### src/rtl/t1_sim_ctrl_pkg.sv
// Shared types and constants for the T1 simulation-control sequencer.
package t1_sim_ctrl_pkg;

  typedef enum logic [2:0] {
    HOLD  = 3'd0,
    RUN   = 3'd1,
    DRAIN = 3'd2,
    DONE  = 3'd3,
    FAIL  = 3'd4
  } state_e;

  localparam logic [7:0] ST_CONTINUE      = 8'd0;
  localparam logic [7:0] ST_WATCHDOG      = 8'd1;
  localparam logic [7:0] ST_GTIMEOUT      = 8'd2;
  localparam logic [7:0] ST_DONE_MISMATCH = 8'd3;
  localparam logic [7:0] ST_FINISH        = 8'd255;

  // Bits needed to count 0..n-1, never less than one.
  function automatic int unsigned cnt_w(input int unsigned n);
    return (n < 2) ? 1 : $clog2(n);
  endfunction

endpackage

### src/rtl/t1_sim_ctrl_if.sv
// Config, retire/done events and terminal outputs of the sequencer.
// The dump-window signals exist only when T1_DUMP_WINDOW_EN is defined.
interface t1_sim_ctrl_if #(
  parameter int unsigned CYCLE_W = 64,
  parameter int unsigned WD_W    = 32
);
  logic [WD_W-1:0]    cfg_timeout;
  logic [CYCLE_W-1:0] cfg_global_timeout;
  logic               retire_valid;
  logic               tb_done;
  logic               dpi_done;
  logic               dut_reset;
  logic [CYCLE_W-1:0] cycle;
  logic [7:0]         status;
  logic               finish;
  logic               fatal;

`ifdef T1_DUMP_WINDOW_EN
  logic [CYCLE_W-1:0] cfg_dump_start;
  logic [CYCLE_W-1:0] cfg_dump_end;
  logic               dump_en;

  modport master (
    output cfg_timeout, cfg_global_timeout, retire_valid, tb_done, dpi_done,
           cfg_dump_start, cfg_dump_end,
    input  dut_reset, cycle, status, finish, fatal, dump_en
  );
  modport slave (
    input  cfg_timeout, cfg_global_timeout, retire_valid, tb_done, dpi_done,
           cfg_dump_start, cfg_dump_end,
    output dut_reset, cycle, status, finish, fatal, dump_en
  );
`else
  modport master (
    output cfg_timeout, cfg_global_timeout, retire_valid, tb_done, dpi_done,
    input  dut_reset, cycle, status, finish, fatal
  );
  modport slave (
    input  cfg_timeout, cfg_global_timeout, retire_valid, tb_done, dpi_done,
    output dut_reset, cycle, status, finish, fatal
  );
`endif
endinterface

### src/rtl/t1_sim_watchdog.sv
// Inter-retire watchdog: saturating counter, cleared by kick, compared against cfg_timeout.
module t1_sim_watchdog #(
  parameter int unsigned WD_W = 32
) (
  input  logic            clk,
  input  logic            rst_n,
  input  logic            clr,
  input  logic            en,
  input  logic            kick,
  input  logic [WD_W-1:0] cfg_timeout,
  output logic            fire_c
);
  logic [WD_W-1:0] cnt_q, cnt_d;

  always_ff @(posedge clk or negedge rst_n) begin
    if (!rst_n) cnt_q <= '0;
    else        cnt_q <= cnt_d;
  end

  always_comb begin
    cnt_d = cnt_q;
    if (clr) begin
      cnt_d = '0;
    end else if (en) begin
      if (kick)          cnt_d = '0;
      else if (!(&cnt_q)) cnt_d = cnt_q + WD_W'(1);
    end
  end

  // >= so that a lowered timeout fires immediately on an already-large count.
  assign fire_c = en && !kick && (cfg_timeout != '0) && (cnt_q >= cfg_timeout - WD_W'(1));

endmodule

### src/rtl/t1_sim_ctrl.sv
// Simulation-control sequencer: DUT reset release, cycle count, timeouts, finish arbitration.
// Optional dump window gated by T1_DUMP_WINDOW_EN.
module t1_sim_ctrl
  import t1_sim_ctrl_pkg::*;
#(
  parameter int unsigned CYCLE_W      = 64,
  parameter int unsigned WD_W         = 32,
  parameter int unsigned RESET_CYCLES = 4,
  parameter int unsigned DRAIN_CYCLES = 16
) (
  input  logic          clock,
  input  logic          reset,
  t1_sim_ctrl_if.slave  bus
);
  localparam int unsigned HOLD_W  = cnt_w(RESET_CYCLES);
  localparam int unsigned DRAIN_W = cnt_w(DRAIN_CYCLES);

  state_e             state_q, state_d;
  logic [HOLD_W-1:0]  hold_q, hold_d;
  logic [DRAIN_W-1:0] drain_q, drain_d;
  logic [CYCLE_W-1:0] cycle_q, cycle_d, cycle_inc_c;
  logic [7:0]         status_q, status_d, err_c;
  logic               tb_seen_q, tb_seen_d, dpi_seen_q, dpi_seen_d;
  logic               dut_reset_q, dut_reset_d, finish_q, finish_d, fatal_q, fatal_d;
  logic               both_c, gto_c, wd_fire_c, wd_clr_c, wd_en_c;

  assign cycle_inc_c = cycle_q + CYCLE_W'(1);
  assign both_c      = (tb_seen_q | bus.tb_done) & (dpi_seen_q | bus.dpi_done);
  assign gto_c       = (bus.cfg_global_timeout != '0) && (cycle_inc_c == bus.cfg_global_timeout);
  assign wd_clr_c    = (state_q == HOLD);
  assign wd_en_c     = (state_q == RUN);

  t1_sim_watchdog #(.WD_W(WD_W)) u_watchdog (
    .clk         (clock),
    .rst_n       (reset),
    .clr         (wd_clr_c),
    .en          (wd_en_c),
    .kick        (bus.retire_valid),
    .cfg_timeout (bus.cfg_timeout),
    .fire_c      (wd_fire_c)
  );

  always_ff @(posedge clock or negedge reset) begin
    if (!reset) begin
      state_q     <= HOLD;
      hold_q      <= '0;
      drain_q     <= '0;
      cycle_q     <= '0;
      status_q    <= ST_CONTINUE;
      tb_seen_q   <= 1'b0;
      dpi_seen_q  <= 1'b0;
      dut_reset_q <= 1'b1;
      finish_q    <= 1'b0;
      fatal_q     <= 1'b0;
    end else begin
      state_q     <= state_d;
      hold_q      <= hold_d;
      drain_q     <= drain_d;
      cycle_q     <= cycle_d;
      status_q    <= status_d;
      tb_seen_q   <= tb_seen_d;
      dpi_seen_q  <= dpi_seen_d;
      dut_reset_q <= dut_reset_d;
      finish_q    <= finish_d;
      fatal_q     <= fatal_d;
    end
  end

  always_comb begin
    state_d     = state_q;
    hold_d      = hold_q;
    drain_d     = drain_q;
    cycle_d     = cycle_q;
    status_d    = status_q;
    tb_seen_d   = tb_seen_q;
    dpi_seen_d  = dpi_seen_q;
    dut_reset_d = dut_reset_q;
    finish_d    = 1'b0;
    fatal_d     = 1'b0;
    err_c       = ST_CONTINUE;

    case (state_q)
      HOLD: begin
        dut_reset_d = 1'b1;
        if (hold_q == HOLD_W'(RESET_CYCLES - 1)) begin
          state_d     = RUN;
          dut_reset_d = 1'b0;
        end else begin
          hold_d = hold_q + HOLD_W'(1);
        end
      end
      RUN, DRAIN: begin
        cycle_d    = cycle_inc_c;
        tb_seen_d  = tb_seen_q | bus.tb_done;
        dpi_seen_d = dpi_seen_q | bus.dpi_done;
        if (gto_c)
          err_c = ST_GTIMEOUT;
        else if (wd_fire_c)
          err_c = ST_WATCHDOG;
        else if ((state_q == DRAIN) && (drain_q == DRAIN_W'(DRAIN_CYCLES - 1)))
          err_c = ST_DONE_MISMATCH;
        // Completion beats any error raised in the same cycle.
        if (both_c) begin
          state_d  = DONE;
          status_d = ST_FINISH;
          finish_d = 1'b1;
        end else if (err_c != ST_CONTINUE) begin
          state_d  = FAIL;
          status_d = err_c;
          fatal_d  = 1'b1;
        end else if ((state_q == RUN) && (tb_seen_d || dpi_seen_d)) begin
          state_d = DRAIN;
          drain_d = '0;
        end else if (state_q == DRAIN) begin
          drain_d = drain_q + DRAIN_W'(1);
        end
      end
      default: ;
    endcase
  end

  assign bus.dut_reset = dut_reset_q;
  assign bus.cycle     = cycle_q;
  assign bus.status    = status_q;
  assign bus.finish    = finish_q;
  assign bus.fatal     = fatal_q;

`ifdef T1_DUMP_WINDOW_EN
  logic dump_en_q, dump_en_d, dump_off_q, dump_off_d;

  always_ff @(posedge clock or negedge reset) begin
    if (!reset) begin
      dump_en_q  <= 1'b0;
      dump_off_q <= 1'b0;
    end else begin
      dump_en_q  <= dump_en_d;
      dump_off_q <= dump_off_d;
    end
  end

  // Window is evaluated on the next cycle value so dump_en lines up with cycle.
  always_comb begin
    dump_en_d  = 1'b0;
    dump_off_d = dump_off_q;
    if ((state_d == RUN) || (state_d == DRAIN)) begin
      if ((bus.cfg_dump_end != '0) && (cycle_d == bus.cfg_dump_end)) dump_off_d = 1'b1;
      dump_en_d = !dump_off_d &&
                  (dump_en_q || ((state_d == RUN) && (cycle_d == bus.cfg_dump_start)));
    end
  end

  assign bus.dump_en = dump_en_q;
`endif

endmodule

### src/flat_wrapper.sv
// flat-port wrapper written by rule: the top's interface ports become plain ports
module t1_sim_ctrl_flat import t1_sim_ctrl_pkg::*;
#(
  parameter int unsigned CYCLE_W      = 64,
  parameter int unsigned WD_W         = 32,
  parameter int unsigned RESET_CYCLES = 4,
  parameter int unsigned DRAIN_CYCLES = 16
)
  (clock, reset, bus_cfg_timeout, bus_cfg_global_timeout, bus_retire_valid, bus_tb_done, bus_dpi_done, bus_dut_reset, bus_cycle, bus_status, bus_finish, bus_fatal);
  t1_sim_ctrl_if #(.CYCLE_W(CYCLE_W), .WD_W(WD_W)) bus_i ();
  input  logic clock;
  input  logic reset;
  input wire logic [$bits(bus_i.cfg_timeout)-1:0] bus_cfg_timeout;
  input wire logic [$bits(bus_i.cfg_global_timeout)-1:0] bus_cfg_global_timeout;
  input wire logic [$bits(bus_i.retire_valid)-1:0] bus_retire_valid;
  input wire logic [$bits(bus_i.tb_done)-1:0] bus_tb_done;
  input wire logic [$bits(bus_i.dpi_done)-1:0] bus_dpi_done;
  output wire logic [$bits(bus_i.dut_reset)-1:0] bus_dut_reset;
  output wire logic [$bits(bus_i.cycle)-1:0] bus_cycle;
  output wire logic [$bits(bus_i.status)-1:0] bus_status;
  output wire logic [$bits(bus_i.finish)-1:0] bus_finish;
  output wire logic [$bits(bus_i.fatal)-1:0] bus_fatal;
  assign bus_i.cfg_timeout = bus_cfg_timeout;
  assign bus_i.cfg_global_timeout = bus_cfg_global_timeout;
  assign bus_i.retire_valid = bus_retire_valid;
  assign bus_i.tb_done = bus_tb_done;
  assign bus_i.dpi_done = bus_dpi_done;
  assign bus_dut_reset = bus_i.dut_reset;
  assign bus_cycle = bus_i.cycle;
  assign bus_status = bus_i.status;
  assign bus_finish = bus_i.finish;
  assign bus_fatal = bus_i.fatal;
  t1_sim_ctrl #(.CYCLE_W(CYCLE_W), .WD_W(WD_W), .RESET_CYCLES(RESET_CYCLES), .DRAIN_CYCLES(DRAIN_CYCLES)) u_core (.clock(clock), .reset(reset), .bus(bus_i));
endmodule
### config.mk
export PLATFORM = sky130hd
export DESIGN_NAME = t1_sim_ctrl_flat
export DESIGN_NICKNAME = d
export VERILOG_FILES = /design/src/rtl/t1_sim_ctrl_pkg.sv /design/src/rtl/t1_sim_ctrl_if.sv /design/src/rtl/t1_sim_watchdog.sv /design/src/rtl/t1_sim_ctrl.sv /design/src/flat_wrapper.sv
export SDC_FILE = /design/constraint.sdc
export NUM_CORES = 1
export LEC_CHECK = 0
export ABC_AREA = 1
export ABC_CLOCK_PERIOD_IN_PS = 3000
export CORE_ASPECT_RATIO = 1.2
export CORE_UTILIZATION = 40
export DETAILED_ROUTE_END_ITERATION = 16
export SLEW_MARGIN = 20
export SYNTH_ARGS = -nofsm -noshare
export SYNTH_HDL_FRONTEND = slang
export SYNTH_SLANG_ARGS = --single-unit
### constraint.sdc
create_clock -name clock -period 3 [get_ports clock]
set_clock_uncertainty 0.2 [all_clocks]
set_input_delay 0.3 -clock clock [delete_from_list [all_inputs] [get_ports clock]]
set_output_delay 0.3 -clock clock [all_outputs]
set_load 0.01 [all_outputs]
==> flow_results.org <==
** Clock network
- CTS tree :: done
- CTS placed an instance of clkbuf_16 at the clock tree root.
- TritonCTS Buffers :: 17
- Clock-pin slew reported for the worst setup and hold paths after clock tree synthesis :: 0.06 ns
- Clock net sink count :: 113
- Skew-Pair Late Insertion Delay :: 0.44 ns
- Number of buffers on the longest clock path :: 2
- In this run the number of H-tree levels came out at 4.

** Outcome
- Status :: complete, but fails checks
- The checks that failed: negative setup slack.

** Synthesis
- When the netlist entered floorplanning its net count stood at approximately 1.8k.
- For this run, the number of Yosys warnings is 0.
- The synthesized design contains ~110 register bits.
- After technology mapping, the gate count stands at between 1.5k and 2k.
- Proportion of register bits with asynchronous set or reset after synthesis :: 100.0%
- Sequential share of the synthesized area :: 27.95%
- Number of different library cells in the post-synthesis netlist :: a little over 50
- Total standard cell area after synthesis :: ~10000 µm²
- A synthesized cell averages 6.237 µm².
- Top_reg_cell synth :: dfrtp_1
- In this run, synthesis inferred 0 flip-flops with an integrated enable.

** Setup path
- The endpoint identified for the worst register-to-register timing path is u_core.bus.status[1]$_DFFE_PN0P_.
- STA classifies the critical path startpoint as an input port.
- Crit path required time :: around 3.2 ns
- In this run the worst path has a maximum fanout of 5.
- Data arrival time of the critical path :: 3.41 ns
- Critical path start-end classification :: input port to register
- Critical R2R Launch :: u_core.bus.cycle[0]$_DFFE_PN0N_
- Kind of end point of the critical path :: register
- For flop-to-flop paths, the worst setup slack is -0.07 ns.
- The worst register-to-register path has a depth of 18.

** Place
- Estimated wirelength of the detail-placed design :: between 20000 and 30000 µm
- The number of placed instances, taps included, is roughly 2.3k.
- Port buffering added 175 buffers.
- After detailed placement, the total cell area comes to approximately 14000 µm².
- Weighted congestion at the end of routability-driven global placement :: ~0.94

** Die
- The floorplan step defined a die boundary enclosing 25950 µm².
- Die X :: about 150 µm
- Floorplan die height :: around 180 µm
- Core Box Area :: around 25000 µm²
- After floorplanning, the core was divided into 63 placement rows.
- Count of boundary I/O pins :: about 180
- Initial standard-cell utilization of the core :: about two fifths

** Power
- Comb pwr share :: roughly an eighth
- Dividing total power by cell area gives a power density of roughly 280 nW/µm².
- Share of total power in the clock network :: 51.0%
- Switching power total :: approximately 1100 µW
- Of the total power, the share spent switching nets is ~26%.
- Reg power frac :: 36.9%
- Reported leakage power :: approximately 0.007 µW
- VDD sags by at most around 0.00027 V.
- The design draws slightly above 4000 µW.
- Cell-internal power :: between 3000 and 4000 µW

** Detailed routing
- In the final routed layout, each cell accounts on average for ~16 µm.
- Wires add up to 36710 µm.
- The first TritonRoute pass finished after 5 iterations.
- The final route contains roughly 12k vias.
- The detailed router finished its first iteration with approximately 650 violations.
- In the routed design, unresolved DRC markers number 0.
- Once detail routing completed, the nets flagged for antenna violations numbered 0.
- After detailed routing, the number of vias per cell comes to between 5 and 6.

** Run
- Max-cap violations in this run came to 0.

** Worst hold path
- The min-delay analysis places its worst path in the category register to register.
- Hold Crit Endpoint :: u_core.bus.dut_reset$_DFFE_PN1N_
- In this run the most critical hold path is launched from u_core.bus.dut_reset$_DFFE_PN1N_.
- Along the worst hold path, the cell count comes to 2.

** GRT
- The number of global-route vias before repair came to between 10k and 15k.
- Maximum number of pins on one net before global-route repair :: 94
- Global routing used between 20% and 30% of the available tracks across all layers.
- Global routing used a little over half of the available met2 tracks.
- Layer with the highest usage :: met2
- First-pass GRT wire length :: between 50000 and 60000 µm
- Antenna violations before repair :: 4
- Aggregate global routing overflow :: 0
- Grt met1 use :: between 30% and 40%
- In the global route stage, met3 resource usage came out at slightly above 5%.

** Final layout
- Leaving out fill and tap cells, the most frequent cell in the layout is nand2_1.
- The finished cells cover around 15000 µm².
- In the final design database the tool counted 2159 nets.
- In the layout the commonest cells are nand2_1, nor2_1, buf_4.
- Fin cells :: approximately 2.4k
- Relative to the synthesized area, the layout overhead comes to 46.85%.
- Share of layout cells above drive strength 1 :: 19.03%

** Timing
- Number of setup violations in the final report :: 11
- Time the final worst path needs with I/O delays and setup :: about 3.2 ns
- Worst Slack Setup Final :: -0.2461 ns
- Period utilisation layout :: 108.2%
- Relative slew slack :: approximately a third
- Pins over their slew limit :: 0
- Final hold vios :: 0
- Setup repair after global routing could not meet its margin everywhere.
- At the pin with the least slew margin, the transition time is between 1 and 1.5 ns.
- Fmax achieved :: between 300 and 400 MHz
- In the final timing run, aggregate negative setup slack is -2.114 ns.
[metal layers]
layer | wire length [µm] | share of wire, %
met1 | 14510 | 40
met2 | 18760 | 51
met3 | 2049 | 5.6
met4 | 1360 | 3.7
met5 | 24 | 0.065
[cells in the mapped netlist, types with 2 or more instances]
master,number,area [µm²]
ha_1,37,462.9
nand3b_1,15,112.6
a21oi_1,27,135.1
a22oi_1,2,15.01
or2_2,5,31.28
nor4_1,12,75.07
nand2_1,524,1967
inv_1,197,739.5
a211oi_1,3,22.52
nor2_4,5,56.30
clkbuf_1,15,56.30
nor2_1,240,900.9
buf_4,5,37.54
nand2_2,9,56.30
a2bb2oi_1,3,26.28
nand3_2,2,20.02
xnor3_1,4,90.09
o21ai_1,15,75.07
dfrtp_1,112,2803
nor3_1,25,125.1
o21ai_0,83,415.4
xor3_1,4,95.09
xor2_1,29,254.0
a31oi_1,7,43.79
o21bai_1,6,45.04
inv_2,4,15.01
nand3_1,141,705.7
nor2_2,18,112.6
nand4_1,29,181.4
xnor2_1,24,210.2
[worst max-delay path, stage by stage]
cell and delay (ns):
buf_2 0.13, nor2_4 0.10, nand2_2 0.09, nor2_4 0.13, nand2_4 0.07, nor3_4 0.22, nand2_2 0.14, nor3_4 0.17
buf_6 0.14, nand3_2 0.06, xor2_1 0.15, ha_1 0.27, nand2_1 0.05, inv_2 0.07, nand3_4 0.08, buf_6 0.13
nor4_4 0.29, nand4_1 0.14, nand3_2 0.11, a31oi_4 0.15, buf_6 0.16, and2_4 0.15, o21ai_2 0.13
[state kept, by name, summed over array words and instances, names as in the netlist, 2 cells and up]
name                     flops
u_core.drain_q               4
u_core.bus.status            3
u_core.bus.cycle            64
u_core.state_q               3
u_core.hold_q                2
u_core.u_watchdog.cnt_q     32
[cell families after synthesis]
logic type | count (synthesis) | share of synthesized area (%)
and+or+nand+nor | 1033 | 43.91
buffers and inverters | 224 | 8.578
AOI/OAI and AO/OA | 154 | 8.467
DFF | 113 | 27.95
xor gates and xnor gates | 61 | 6.415
adders and majority gates | 37 | 4.574
muxes | 1 | 0.1112
[repair_timing]
item / in CTS / in global routing
resized for setup: 92 / 44
endpoints found under the hold margin: 64 / 0
setup buffers: 12 / 7
pin swaps: 51 / 45
hold buffers: 1 / 0
endpoints found under the setup margin: 11 / 20
[cell type report]
cell class	count	area, µm²
clock buffers	19	452.9
flip-flops and latches	113	2829
repair buffers	402	3487
well taps	325	406.6
inverters	201	779.5
diodes	2	5.005
fillers	2471	9887
multi-input cells	1286	6753
clock inverters	13	151.4
[power by group through the flow]
stage | combinational, µW | sequential (µW) | clock (µW)
2_1_floorplan | 172 | 1560 | 0
3_3_place_gp | 471 | 1560 | 0
3_5_place_dp | 476 | 1560 | 0
4_1_cts | 492 | 1530 | 2140
5_1_grt | 555 | 1530 | 2200
6_report | 503 | 1530 | 2110
[worst max-delay path by stage]
stage / to / slack (ns) / start
2_1_floorplan: u_core.state_q[1]$_DFFE_PN0P_ / -0.24 / bus_cfg_timeout[1]
3_3_place_gp: u_core.bus.status[1]$_DFFE_PN0P_ / -1.15 / bus_cfg_timeout[1]
3_5_place_dp: u_core.bus.status[1]$_DFFE_PN0P_ / -1.23 / bus_cfg_timeout[1]
4_1_cts: u_core.drain_q[1]$_DFFE_PN0P_ / -0.20 / bus_cfg_timeout[1]
5_1_grt: u_core.drain_q[1]$_DFFE_PN0P_ / -0.45 / bus_cfg_timeout[7]
6_report: u_core.state_q[2]$_DFFE_PN0P_ / -0.25 / bus_cfg_timeout[7]
[per-stage QoR]
step           setup slack, ns  utilization, %  hold WS [ns]
6_report               -0.2461           60.05        0.2743
5_1_grt                -0.4479           60.03        0.2923
4_1_cts                -0.1967           59.09        0.2711
3_5_place_dp            -1.226           55.90        0.2597
3_3_place_gp            -1.148           55.90        0.2546
2_1_floorplan          -0.2360               -       -0.1956
No activity file was read; power rests on OpenSTA's default activity.
